[src/rtl/uart_pkt_parser.sv]
// Frames a UART byte stream (SYNC, LEN, payload, CHK) and releases checked payloads on a valid/ready stream.
// Optional inter-byte timeout is built only when UART_PKT_TIMEOUT_EN is defined.
module uart_pkt_parser #(
  parameter logic [7:0] SYNC_BYTE   = 8'hA5,
  parameter int         MAX_LEN     = 16,
  parameter int         TIMEOUT_CYC = 1024,
  localparam int        W           = $clog2(MAX_LEN + 1)
) (
  input  logic         clk,
  input  logic         reset,
  input  logic [7:0]   rx_data,
  input  logic         rx_valid,
  output logic [7:0]   out_data,
  output logic         out_valid,
  input  logic         out_ready,
  output logic         out_last,
  output logic [W-1:0] pkt_len,
  output logic         busy,
  output logic         err_len,
  output logic         err_chk,
  output logic         err_ovr,
  output logic         err_to
);

  localparam int         AW        = (MAX_LEN > 1) ? $clog2(MAX_LEN) : 1;
  localparam logic [7:0] MAX_LEN_B = 8'(MAX_LEN);
  localparam logic [W-1:0] ONE     = W'(1);

  if (MAX_LEN < 1 || MAX_LEN > 255 || TIMEOUT_CYC < 2) begin : g_param_check
    $error("uart_pkt_parser: MAX_LEN must be 1..255 and TIMEOUT_CYC at least 2");
  end

  typedef enum logic [2:0] {
    ST_IDLE,
    ST_LEN,
    ST_PAYLOAD,
    ST_CHK,
    ST_DRAIN
  } state_t;

  state_t       state_reg;
  logic [W-1:0] len_reg;
  logic [7:0]   chk_reg;
  logic [W-1:0] wr_ptr_reg;
  logic [W-1:0] rd_ptr_reg;
  logic [W-1:0] pkt_len_reg;
  logic [7:0]   out_data_reg;
  logic         out_valid_reg;
  logic         out_last_reg;
  logic         err_len_reg;
  logic         err_chk_reg;
  logic         err_ovr_reg;
  logic         to_expired;

  logic [7:0]   pay_mem [0:MAX_LEN-1];

  logic [W-1:0] rd_ptr_next;
  logic         len_bad;

  assign rd_ptr_next = rd_ptr_reg + ONE;
  assign len_bad     = (rx_data == 8'd0) || (rx_data > MAX_LEN_B);

  // Payload store has no reset so it can map onto plain RAM/LUT storage.
  always_ff @(posedge clk) begin
    if (state_reg == ST_PAYLOAD && rx_valid) begin
      pay_mem[wr_ptr_reg[AW-1:0]] <= rx_data;
    end
  end

`ifdef UART_PKT_TIMEOUT_EN
  localparam int CW = $clog2(TIMEOUT_CYC);
  localparam logic [CW-1:0] TO_LAST = CW'(TIMEOUT_CYC - 1);

  logic [CW-1:0] idle_cnt_reg;
  logic          err_to_reg;
  logic          in_frame;

  assign in_frame   = (state_reg == ST_LEN) || (state_reg == ST_PAYLOAD) || (state_reg == ST_CHK);
  assign to_expired = in_frame && !rx_valid && (idle_cnt_reg == TO_LAST);

  // Saturates at TO_LAST; the FSM leaves the frame states on that same edge.
  always_ff @(posedge clk or negedge reset) begin
    if (!reset) begin
      idle_cnt_reg <= '0;
      err_to_reg   <= 1'b0;
    end else begin
      err_to_reg <= to_expired;
      if (!in_frame || rx_valid) begin
        idle_cnt_reg <= '0;
      end else if (idle_cnt_reg != TO_LAST) begin
        idle_cnt_reg <= idle_cnt_reg + CW'(1);
      end
    end
  end

  assign err_to = err_to_reg;
`else
  assign to_expired = 1'b0;
  assign err_to     = 1'b0;
`endif

  always_ff @(posedge clk or negedge reset) begin
    if (!reset) begin
      state_reg     <= ST_IDLE;
      len_reg       <= '0;
      chk_reg       <= '0;
      wr_ptr_reg    <= '0;
      rd_ptr_reg    <= '0;
      pkt_len_reg   <= '0;
      out_data_reg  <= '0;
      out_valid_reg <= 1'b0;
      out_last_reg  <= 1'b0;
      err_len_reg   <= 1'b0;
      err_chk_reg   <= 1'b0;
      err_ovr_reg   <= 1'b0;
    end else begin
      err_len_reg <= 1'b0;
      err_chk_reg <= 1'b0;
      err_ovr_reg <= 1'b0;

      case (state_reg)
        ST_IDLE: begin
          if (rx_valid && rx_data == SYNC_BYTE) begin
            state_reg <= ST_LEN;
          end
        end

        ST_LEN: begin
          if (rx_valid) begin
            if (len_bad) begin
              err_len_reg <= 1'b1;
              state_reg   <= ST_IDLE;
            end else begin
              len_reg    <= rx_data[W-1:0];
              chk_reg    <= rx_data;
              wr_ptr_reg <= '0;
              state_reg  <= ST_PAYLOAD;
            end
          end else if (to_expired) begin
            state_reg <= ST_IDLE;
          end
        end

        ST_PAYLOAD: begin
          if (rx_valid) begin
            chk_reg    <= chk_reg ^ rx_data;
            wr_ptr_reg <= wr_ptr_reg + ONE;
            if (wr_ptr_reg == len_reg - ONE) begin
              state_reg <= ST_CHK;
            end
          end else if (to_expired) begin
            state_reg <= ST_IDLE;
          end
        end

        // Any byte here is the checksum, including one equal to SYNC_BYTE.
        ST_CHK: begin
          if (rx_valid) begin
            if (rx_data == chk_reg) begin
              pkt_len_reg   <= len_reg;
              rd_ptr_reg    <= '0;
              out_valid_reg <= 1'b1;
              out_data_reg  <= pay_mem[0];
              out_last_reg  <= (len_reg == ONE);
              state_reg     <= ST_DRAIN;
            end else begin
              err_chk_reg <= 1'b1;
              state_reg   <= ST_IDLE;
            end
          end else if (to_expired) begin
            state_reg <= ST_IDLE;
          end
        end

        // Output registers only move on a handshake, so they hold under backpressure.
        ST_DRAIN: begin
          if (rx_valid) begin
            err_ovr_reg <= 1'b1;
          end
          if (out_ready) begin
            if (out_last_reg) begin
              out_valid_reg <= 1'b0;
              out_last_reg  <= 1'b0;
              state_reg     <= ST_IDLE;
            end else begin
              rd_ptr_reg   <= rd_ptr_next;
              out_data_reg <= pay_mem[rd_ptr_next[AW-1:0]];
              out_last_reg <= (rd_ptr_next == pkt_len_reg - ONE);
            end
          end
        end

        default: begin
          state_reg <= ST_IDLE;
        end
      endcase
    end
  end

  assign out_data  = out_data_reg;
  assign out_valid = out_valid_reg;
  assign out_last  = out_last_reg;
  assign pkt_len   = pkt_len_reg;
  assign busy      = (state_reg != ST_IDLE);
  assign err_len   = err_len_reg;
  assign err_chk   = err_chk_reg;
  assign err_ovr   = err_ovr_reg;

endmodule

[config.mk]
export PLATFORM = sky130hd
export DESIGN_NAME = uart_pkt_parser
export DESIGN_NICKNAME = d
export VERILOG_FILES = /design/src/rtl/uart_pkt_parser.sv
export SDC_FILE = /design/constraint.sdc
export NUM_CORES = 1
export LEC_CHECK = 0
export BUFFER_PORTS_ARGS = -buffer_cell sky130_fd_sc_hd__buf_2
export CAP_MARGIN = 40
export CORE_MARGIN = 8
export CORE_UTILIZATION = 60
export DETAILED_ROUTE_END_ITERATION = 8
export PLACE_DENSITY = 0.78
export SETUP_SLACK_MARGIN = 0.1
export SLEW_MARGIN = 20
export SYNTH_ARGS = -nofsm -noshare
export SYNTH_HDL_FRONTEND = slang
export SYNTH_SLANG_ARGS = --single-unit
[constraint.sdc]
create_clock -name clk -period 5 [get_ports clk]
set_input_delay 0.25 -clock clk [delete_from_list [all_inputs] [get_ports clk]]
set_output_delay 0.25 -clock clk [all_outputs]
set_load 0.01 [all_outputs]
After elaboration in Yosys (flattened, before gate mapping)
Memory sizes are Yosys's and may differ from the RTL's.
Cells that the tools add are included.
{ "word_totals": {"reg_bits": 44, "ram_bits": 128, "out_inout_bits": 20, "wordCells": 102, "memories": 1} }
{ "mem_list": {"columns": ["name", "words", "width", "read_ports", "rd_clocked_by_memory_dff", "write_ports", "line_no", "source"], "rows": [
  ["pay_mem", 16, 8, 2, 0, 1, "55", "logic [7:0] pay_mem [0:MAX_LEN-1];"]
]} }
{ "classes": {"addsub": 4, "order_cmp": 1, "eq_ne": 19, "n_mux": 48, "n_bitwise": 2, "n_reduce_logical": 15} }
{ "ops": {"columns": ["op", "count"], "rows": [
  ["$mux W8", 7],
  ["$mux W5", 7],
  ["$pmux W8 S2", 2],
  ["$mux W3", 8],
  ["$pmux W5 S2", 2],
  ["$mux W1", 18],
  ["$ne A2 B2 Y1 const B", 9],
  ["$pmux W3 S5", 1],
  ["$add A5 B1 Y5 const B", 2],
  ["$eq A5 B5 Y1", 2],
  ["$reduce_and A5 Y1", 2],
  ["$sub A5 B1 Y5 const B", 2],
  ["$eq A8 B8 Y1", 1],
  ["$eq A8 B8 Y1 const B", 1],
  ["$gt A8 B5 Y1 const B", 1],
  ["$logic_not A8 Y1", 1],
  ["$reduce_and A4 Y1", 2],
  ["$xor A8 B8 Y8", 1],
  ["$reduce_and A7 Y1", 1],
  ["$eq A3 B2 Y1 const B", 2],
  ["$reduce_and A3 Y1", 2],
  ["$eq A5 B1 Y1 const B", 1],
  ["$pmux W1 S2", 2],
  ["$reduce_bool A2 Y1", 2],
  ["other kinds (9)", 10]
]} }

Depth between registers and ports, before layout
Gate-level depths: netlist of run 1.
{ "logic_depth": {"depth_word": 5, "depth_mapped": 8, "depth_no_buf": 7} }

Worst setup path after synthesis of run 1
Ideal clock, no wire load.
{ "synth_path": {"path_kind": "register to register", "startpoint": "register rd_ptr_reg[0]", "endpoint": "register out_data_reg[0] (netlist: out_data[0])", "setup_time_ns": 0.126, "arrival_time_ns": 2.230, "required_time_ns": 4.874, "path_slack_ns": 2.644, "path_stages_with_launch": 7, "cell_sequence": "dfrtp_1 -> ha_1 -> buf_1 -> mux4_2 -> mux4_2 -> and2_1 -> a221o_1"} }
{ "synth_between": {"elab_chain_len": 5} }
{ "synth_lines": {"columns": ["item", "line_no", "source"], "rows": [
  ["from (decl)", "45", "logic [W-1:0] rd_ptr_reg;"],
  ["from (signal assigned)", "186", "rd_ptr_reg <= rd_ptr_next;"],
  ["$add A5 B1 Y5", "60", "assign rd_ptr_next = rd_ptr_reg + ONE;"],
  ["$mem_v2 Z16 W8", null, null],
  ["$mux W8", "181", "if (out_last_reg) begin"],
  ["$mux W8", "180", "if (out_ready) begin"],
  ["$pmux W8 S2", "121", "case (state_reg)"],
  ["to (signal assigned)", "163", "out_data_reg <= pay_mem[0];"],
  ["to (signal assigned)", "187", "out_data_reg <= pay_mem[rd_ptr_next[AW-1:0]];"],
  ["to (decl)", "47", "logic [7:0] out_data_reg;"]
]} }
Every way passes these cells. The select of a mux whose other input is x is not followed.
A chain may end at the register's enable or synchronous reset.

Worst setup path in the final report of run 1
{ "layout_path": {"startpoint": "register rd_ptr_reg[1]", "endpoint": "register out_data_reg[0] (netlist: out_data[0])"} }
The elaborated chain is that of the path after synthesis.

==> metrics.txt, run 1 <==
clock latency on the worst-skew pair 0.43 ns; Via-to-Cell Ratio 6.55; worst vdd ir a little under 0.0003 V; ant diodes 0; worst hold path cell count 2; post-detail-place hpwl 10400 µm; first-pass GRT wire length 25000 µm; die width around 130 µm; period utilisation layout 56.9%; clk slew on worst S/H paths about 0.06 ns; Die ar. roughly 16000 µm²; clock root cell clkbuf_16; Worst Min Path Start rx_valid; Avg Inst Size Synth ~16 µm²; all-layer global routing usage 21.2%; CTS tree done; Synth Area in Simple Gates 7.73%; status complete, no violations; area occupied by multi-input gates between 2000 and 2500 µm²; IO Port Bufs 30; Detailed Route WL about 17000 µm; Max-slew headroom 44.1%; sequential standard cell area between 4000 and 5000 µm²; max FFs per register 128; WL/cell 25.1 µm; clk buf depth 2; ys flop type edfxtp_1; crit path capture type flip-flop; Seq/Total Area, Yosys 66.8%; die extent in y 127 µm; Mapped Cells 452; Final Hold Violating Endpoints 0; largest net degree at the start of global routing 36; Max Freq about 350 MHz; Synth Area in Adders 1.35%; Final nets 523; setup TNS 0 ns; Final ANT Viol Nets 0; Max Cap Viol 0; Hold WC Path Type in2reg; DR pass1 iterations 5; crit path launch type flip-flop; H-tree levels 4; gr ovfl total 0; Post-Synthesis Net Count between 400 and 500; Layout area overhead 14.7%; number of fill cells 730; most frequent cells in the layout 128 x edfxtp_1, 43 x dfrtp_1, 30 x nand2_1, 30 x buf_2, 29 x nor2_1; CP Class reg2reg; DR iter-0 viols 615; worst endpoint required time 5.31 ns; EDFF count, synth ~130; Slew Viols, Final 0; FFs w/ async S/R, synth 25.6%; CP max FO 16; RSZ-0062 raised after global routing false; DRC 0; Setup Skew 0.00930 ns; Sink Count about 170; routability cong. 0.775; Tmin final 2.84 ns; antenna violations before repair 0; P_leak 3.23 nW; combinational family with the most area after synthesis multiplexers; post-synthesis mux area share 14.3%; initial core utilization 61.6%; Power Dens Cells between 400 and 500 nW/µm²; setup bufs post-CTS 0; Cell variety after synth 47; Syn. warnings 0; core area 12000 µm²; Synth Area in Compound Gates 4.04%; Rows 40; Worst R2R End out_data[0]; vias in the first global route 4268; Final Util about 70%; flop-to-flop setup slack roughly 2.2 ns; via count 4334; most common cell after layout, fill and taps aside edfxtp_1; total CTS buffers 17; area leader, netlist edfxtp_1; synthesized flop and latch total 172; Yosys top cell area share 51.9%; worst slew pin tran 0.835 ns; # IOs 32; end of the worst hold path err_ovr; Mapped Area 7400 µm²; top post-synthesis cells by area edfxtp_1 52%, dfrtp_1 15%, mux4_1 8.9%; CP Data Arrival Time 3.15 ns; Reg2Reg Depth 7; final setup vio count 0; layout cells sized above 1 approximately a fifth; xor and xnor area share after synthesis 3.55%; FF-to-FF Start rd_ptr_reg[1]
[timing repair]
action,in CTS,in global routing
gates resized for setup,0,0
hold endpoints to repair,12,0
hold buffers,1,0
[cell usage after synthesis, types with 4 or more instances]
cell type / n
mux4_1: 25
ha_1: 8
and2_1: 8
a21oi_1: 9
nor2_1: 29
nand2_1: 30
a221o_1: 7
nor3_1: 9
nand4_1: 4
inv_1: 12
o21ai_0: 5
xnor2_1: 19
clkbuf_1: 14
xor2_1: 11
dfrtp_1: 44
o21ai_1: 11
nand3_1: 9
edfxtp_1: 128
nor3b_1: 4
mux4_2: 14
[cell type report]
type	count	area share, %
sequential	172	58.2
multi-input combinational	246	27.4
clock buffer	18	5.05
timing repair buffer	54	4.27
clock inverter	13	2.33
tap	147	2.17
inverter	12	0.530
[per-stage QoR]
step | setup WS [ns] | cell area (µm²) | hold slack [ns] | power [mW] | instances
detailed placement | 2.21 | 7830 | 0.183 | 2.78 | 626
floorplan | 2.64 | 7400 | -0.0456 | 2.45 | 452
global route | 2.09 | 8490 | 0.140 | 4.31 | 662
CTS | 2.17 | 8460 | 0.107 | 4.20 | 658
global placement | 2.03 | 7710 | 0.456 | 2.70 | 615
finish | 2.16 | 8490 | 0.132 | 4.19 | 662
[power by group]
group	switching, mW	total [mW]	leakage [nW]	internal, mW
combinational	0.542	1.14	1.24	0.593
clock	0.533	1.41	0.303	0.879
sequential	0.0524	1.64	1.69	1.59
[cells by family (layout without fill, tap and decap cells)]
family	after synthesis	after routing
buffers and inverters	34	97
muxes	47	47
other	1	1
and+or+nand+nor	114	114
DFF	172	172
xor gates and xnor gates	30	30
adders and majority gates	8	8
AOI/OAI and AO/OA	46	46
[worst max-delay path, cell delays in order, from the launching register on]
cell	delay, ns
dfrtp_1	0.41
ha_1	0.65
buf_16	0.22
buf_4	0.18
mux4_1	0.34
mux4_2	0.50
and2_1	0.17
a221o_1	0.25
[worst max path at each step]
| stage | from | endpoint | slack [ns] | cells past startpoint |
|---|---|---|---|---|
| 2_1_floorplan | rd_ptr_reg[0] | out_data[0] | 2.64 | 6 |
| 3_3_place_gp | rd_ptr_reg[1] | out_data[7] | 2.03 | 6 |
| 3_5_place_dp | rd_ptr_reg[1] | out_data[7] | 2.21 | 7 |
| 4_1_cts | rd_ptr_reg[1] | out_data[0] | 2.17 | 7 |
| 5_1_grt | rd_ptr_reg[1] | out_data[7] | 2.09 | 7 |
| 6_report | rd_ptr_reg[1] | out_data[0] | 2.16 | 7 |
[per-layer routing]
metal	GRT usage (%)	up-vias	share of wire, %
met5	0	-	0
met2	33.3	248	48
li1	-	1861	-
met4	8.96	0	2.7
met1	27.0	2183	40
met3	6.49	42	8.6
No activity file was read; power rests on OpenSTA's default activity.
==> run 2: changes to the inputs <==
- clock period: 5 -> 2.64 ns (I/O delays scaled with it)
==> run 2 against run 1 <==
Net effect:
- wire length fell by 1.6%
- clock skew shrank 0.0012 ns
- via count grew 1.0%
- register-to-register slack lost 1.9 ns
- clock power up 68%
- count of clock-buffer cells in the layout increased by 1
- global-route usage decreased by 0.48 points
- critical path type unchanged
==> metrics.txt, run 2 (synthesized netlist as in run 1, its figures left out) <==
all-layer global routing usage between 20 and 25%; internal power 5.45 mW; worst endpoint required time 2.94 ns; IO Port Bufs 30; antenna violations before repair 0; Via-to-Cell Ratio approximately 6.5; CTS tree done; vias in the first global route 4150; total CTS buffers 17; clock latency on the worst-skew pair 0.42 ns; CP max FO 32; core area 12000 µm²; Tmin final 2.36 ns; Routed met1 length between 6000 and 7000 µm; Max Freq between 400 and 500 MHz; Slew Viols, Final 0; Logic pwr share 27.3%; die extent in y 127 µm; pre-CTS setup slack about 0.30 ns; DR pass1 iterations 5; # IOs 32; Layout area overhead 14.7%; Switching Share 27.8%; Final Util 70.7%; Power Dens Cells 889 nW/µm²; metal3 WL 1340 µm; Setup Skew between 0.008 and 0.009 ns; Final nets 533; worst vdd ir 0.000456 V; Rows 40; number of fill cells 722; Final Worst Setup Slack about 0.28 ns; Layout Cells excl Fill between 600 and 700; DR iter-0 viols 550; gr ovfl total 0; Die ar. 16100 µm²; first-pass GRT wire length ~25000 µm; Sink Count 172; crit path launch type flip-flop; DRC 0; most common cell after layout, fill and taps aside edfxtp_1; topmost layer with routed signal wires met4; WL/cell 24.3 µm; NetSw 2.10 mW; routability cong. 0.787; largest net degree at the start of global routing 36; RSZ-0062 raised after global routing false; via count 4379; period utilisation layout 89.4%; clk buf depth 2; Inst Count DP between 600 and 700; clk slew on worst S/H paths 0.06 ns; post-detail-place hpwl 10300 µm; Max Cap Viol 0; initial core utilization roughly 60%; P_leak 3.24 nW; final setup vio count 0; clock share of power 31.4%; Hold WC Path Type in2reg; sequential standard cell area between 4000 and 5000 µm²; most frequent cells in the layout 128 x edfxtp_1, 43 x dfrtp_1, 30 x nand2_1, 30 x buf_2, 30 x buf_4; setup TNS 0 ns; Final Hold Violating Endpoints 0; Seq pwr share 41.3%; Detailed Route WL around 16000 µm; CP Class reg2reg; max FFs per register ~130; H-tree levels 4; Final ANT Viol Nets 0; Total Power 7.55 mW; die width ~130 µm; status complete, no violations; ant diodes 0; WL met2 8100 µm; CP Data Arrival Time approximately 2.7 ns; layout cells sized above 1 21.3%; clock root cell clkbuf_16; crit path capture type flip-flop; area occupied by multi-input gates around 2300 µm²
==> run 2: final cells by class <==
cell class	count	area share, %
clock buffers	19	5.10
clock inverters	13	1.55
inverters	12	0.530
multi-input cells	246	27.2
flip-flops and latches	172	58.2
well taps	147	2.17
repair buffers	64	5.25
==> run 2: repair_timing <==
action                                 4_1_cts  5_1_grt
resized for setup                            0        0
endpoints found under the hold margin       34        0
hold buffers                                 1        0
setup buffers                                0        0
==> run 2: power by group through the flow <==
stage          sequential [mW]  clock [mW]  combinational [mW]
2_1_floorplan             3.17           0                1.47
3_3_place_gp              3.16           0                2.01
3_5_place_dp              3.17           0                2.05
4_1_cts                   3.12        2.40                2.08
5_1_grt                   3.13        2.49                2.18
6_report                  3.12        2.37                2.06
==> run 2: final timing paths <==
kind,startpoint,to,slack (ns),depth (start not counted)
worst max-delay path,rd_ptr_reg[0],out_data[1],0.28,6
worst min-delay path,rx_valid,err_ovr,0.01,2
worst max register to register,rd_ptr_reg[0],out_data[1],0.28,6
worst min register to register,out_valid,out_valid,0.48,1
max in group asynchronous,reset,out_last,1.89,4
min in group asynchronous,reset,out_data[3],0.10,2
==> run 2: routing by layer <==
metal  track usage, %  vias up
met1             27.3     2251
met3             5.37       20
met5                0        -
li1                 -     1878
met4             7.21        0
met2             32.9      230
==> run 2: per-stage QoR <==
step | area (µm²) | hold WS, ns
CTS | 8490 | 0.000365
detailed placement | 7920 | 0.0110
finish | 8490 | 0.0104
floorplan | 7400 | -0.164
global route | 8490 | 0.0110
global placement | 7890 | 0.282
==> run 2: worst max-delay path: stages (launching register included) <==
cell and delay (ns):
dfrtp_2 0.43, ha_1 0.32, buf_12 0.21, mux4_1 0.37, mux4_2 0.46, and2_1 0.16, a221o_1 0.26
==> run 3: changes to the inputs <==
- CORE_UTILIZATION: 60 -> 61
- PLACE_DENSITY: 0.78 -> 0.79
==> run 3 against run 2 <==
Net effect:
- via count fell by 2.2%
- utilization up 0.51 points
- sequential cell count stayed put
- sequential share of layout area increased by 0.069 points
- highest routed layer unchanged
- total power up 1.3%
- setup slack lost 0.033 ns
- non-clock buffer count is 1 lower
- register-to-register slack worse by 0.03 ns
- first-iteration DRC count rose by 2.9%
- final cell count fell by 0.15%
- clock skew increased by 0.0011 ns
==> metrics.txt, run 3 (synthesized netlist as in run 1, its figures left out) <==
vias in the first global route about 4200; period utilisation layout between 90% and 100%; Max-slew headroom 61.3%; Final Hold Violating Endpoints 0; number of fill cells 718; pre-CTS setup slack approximately 0.26 ns; DR iter-0 viols between 500 and 600; Worst R2R End out_data[3]; most common cell after layout, fill and taps aside edfxtp_1; Setup Skew 0.00921 ns; antenna violations before repair 0; Total Power 7.65 mW; clock root cell clkbuf_16; WL/cell 24.6 µm; slowest stage delay, CP about 0.5 ns; first-pass GRT wire length around 25000 µm; Max Freq 418 MHz; max FFs per register 128; via count 4282; # IOs 32; final setup vio count 0; routability cong. 0.808; Hold WC Path Type in2reg; Layout Cells excl Fill 672; crit path launch type flip-flop; Layout area overhead 14.6%; Die ar. approximately 16000 µm²; CTS tree done; RSZ-0062 raised after global routing false; core area 11900 µm²; worst slew pin tran 0.580 ns; Worst Min Path Start out_ready; ant diodes 0; PostCTS Resize Cnt 0; most frequent cells in the layout 128 x edfxtp_1, 43 x dfrtp_1, 30 x nand2_1, 30 x buf_2, 30 x buf_4; Sink Count 172; IO Port Bufs 30; Final ANT Viol Nets 0; initial core utilization 62.1%; largest net degree at the start of global routing 33; Inst Count DP 638; Tmin final approximately 2.4 ns; DR pass1 iterations 5; setup TNS 0 ns; Detailed Route WL 16500 µm; Via-to-Cell Ratio 6.37; Rows 40; Final Worst Setup Slack about 0.25 ns; DRC 0; worst endpoint required time between 2 and 3 ns; Reg2Reg Depth 6; CP Class reg2reg; worst hold path cell count 3; clk slew on worst S/H paths 0.06 ns; end of the worst hold path out_valid; H-tree levels 4; CP Data Arrival Time 2.69 ns; clk buf depth 2; CP max FO 32; FF-to-FF Start rd_ptr_reg[0]; die width 126 µm; Power Dens Cells 901 nW/µm²; Max Cap Viol 0; P_leak between 3 and 4 nW; flop-to-flop setup slack 0.25 ns; critical path, cell by cell ha_1 -> buf_12 -> mux4_1 -> mux4_2 -> and2_1 -> a221o_1; gr ovfl total 0; all-layer global routing usage between 20% and 30%; layout cells sized above 1 21.1%; Final nets 532; post-detail-place hpwl 10500 µm; worst vdd ir 0.000622 V; Crit-path slowest cell mux4_2; die extent in y 126 µm; clock latency on the worst-skew pair 0.42 ns; total CTS buffers 17; Slew Viols, Final 0; crit path capture type flip-flop; status complete, no violations
[run 3: critical path: cells and delay by family, from the launching register on]
family | cells | cell delay (ns)
AOI/OAI and AO/OA | 1 | 0.27
adders and majority gates | 1 | 0.34
buffers and inverters | 1 | 0.22
DFF | 1 | 0.42
muxes | 2 | 0.85
and+or+nand+nor | 1 | 0.17
[run 3: what timing repair did]
action / in CTS / in global routing
endpoints found under the hold margin: 23 / 0
setup buffers: 0 / 0
hold buffers: 2 / 0
[run 3: where the power goes]
group / internal (mW) / switching [mW] / total [mW]
logic: 1.10 / 0.977 / 2.07
registers: 3.02 / 0.0990 / 3.11
clock network: 1.48 / 0.982 / 2.46
total: 5.59 / 2.06 / 7.65
[run 3: worst max-delay path by stage]
stage	startpoint	end	slack, ns
global route	rd_ptr_reg[0]	out_data[3]	0.18
finish	rd_ptr_reg[0]	out_data[3]	0.25
global placement	rd_ptr_reg[0]	out_data[5]	0.34
floorplan	rd_ptr_reg[0]	out_data[0]	0.28
detailed placement	rd_ptr_reg[0]	out_data[0]	0.26
CTS	rd_ptr_reg[0]	out_data[2]	0.23
[run 3: area by class of cell]
type                    instances  area, µm²  share of cell area, %
repair buffers                 63        415                   4.90
multi-input cells             246       2310                   27.2
inverters                      12       45.0                  0.531
flip-flops and latches        172       4950                   58.3
clock inverters                13        151                   1.78
well taps                     147        184                   2.17
clock buffers                  19        433                   5.10
[run 3: layer usage]
layer  wire length (µm)  track usage [%]  vias up
met4                410             9.91        0
met2               7750             32.1      227
met5                  0                0        -
met1               6790             29.2     2145
li1                   -                -     1876
met3               1560             6.37       34
[run 3: per-stage QoR]
step	utilization (%)	cell area [µm²]	hold WS, ns
finish	71.2	8480	0.0450
floorplan	-	7400	-0.164
CTS	71.2	8480	0.0325
global route	71.2	8480	0.0631
global placement	66.1	7870	0.155
detailed placement	66.1	7880	0.162
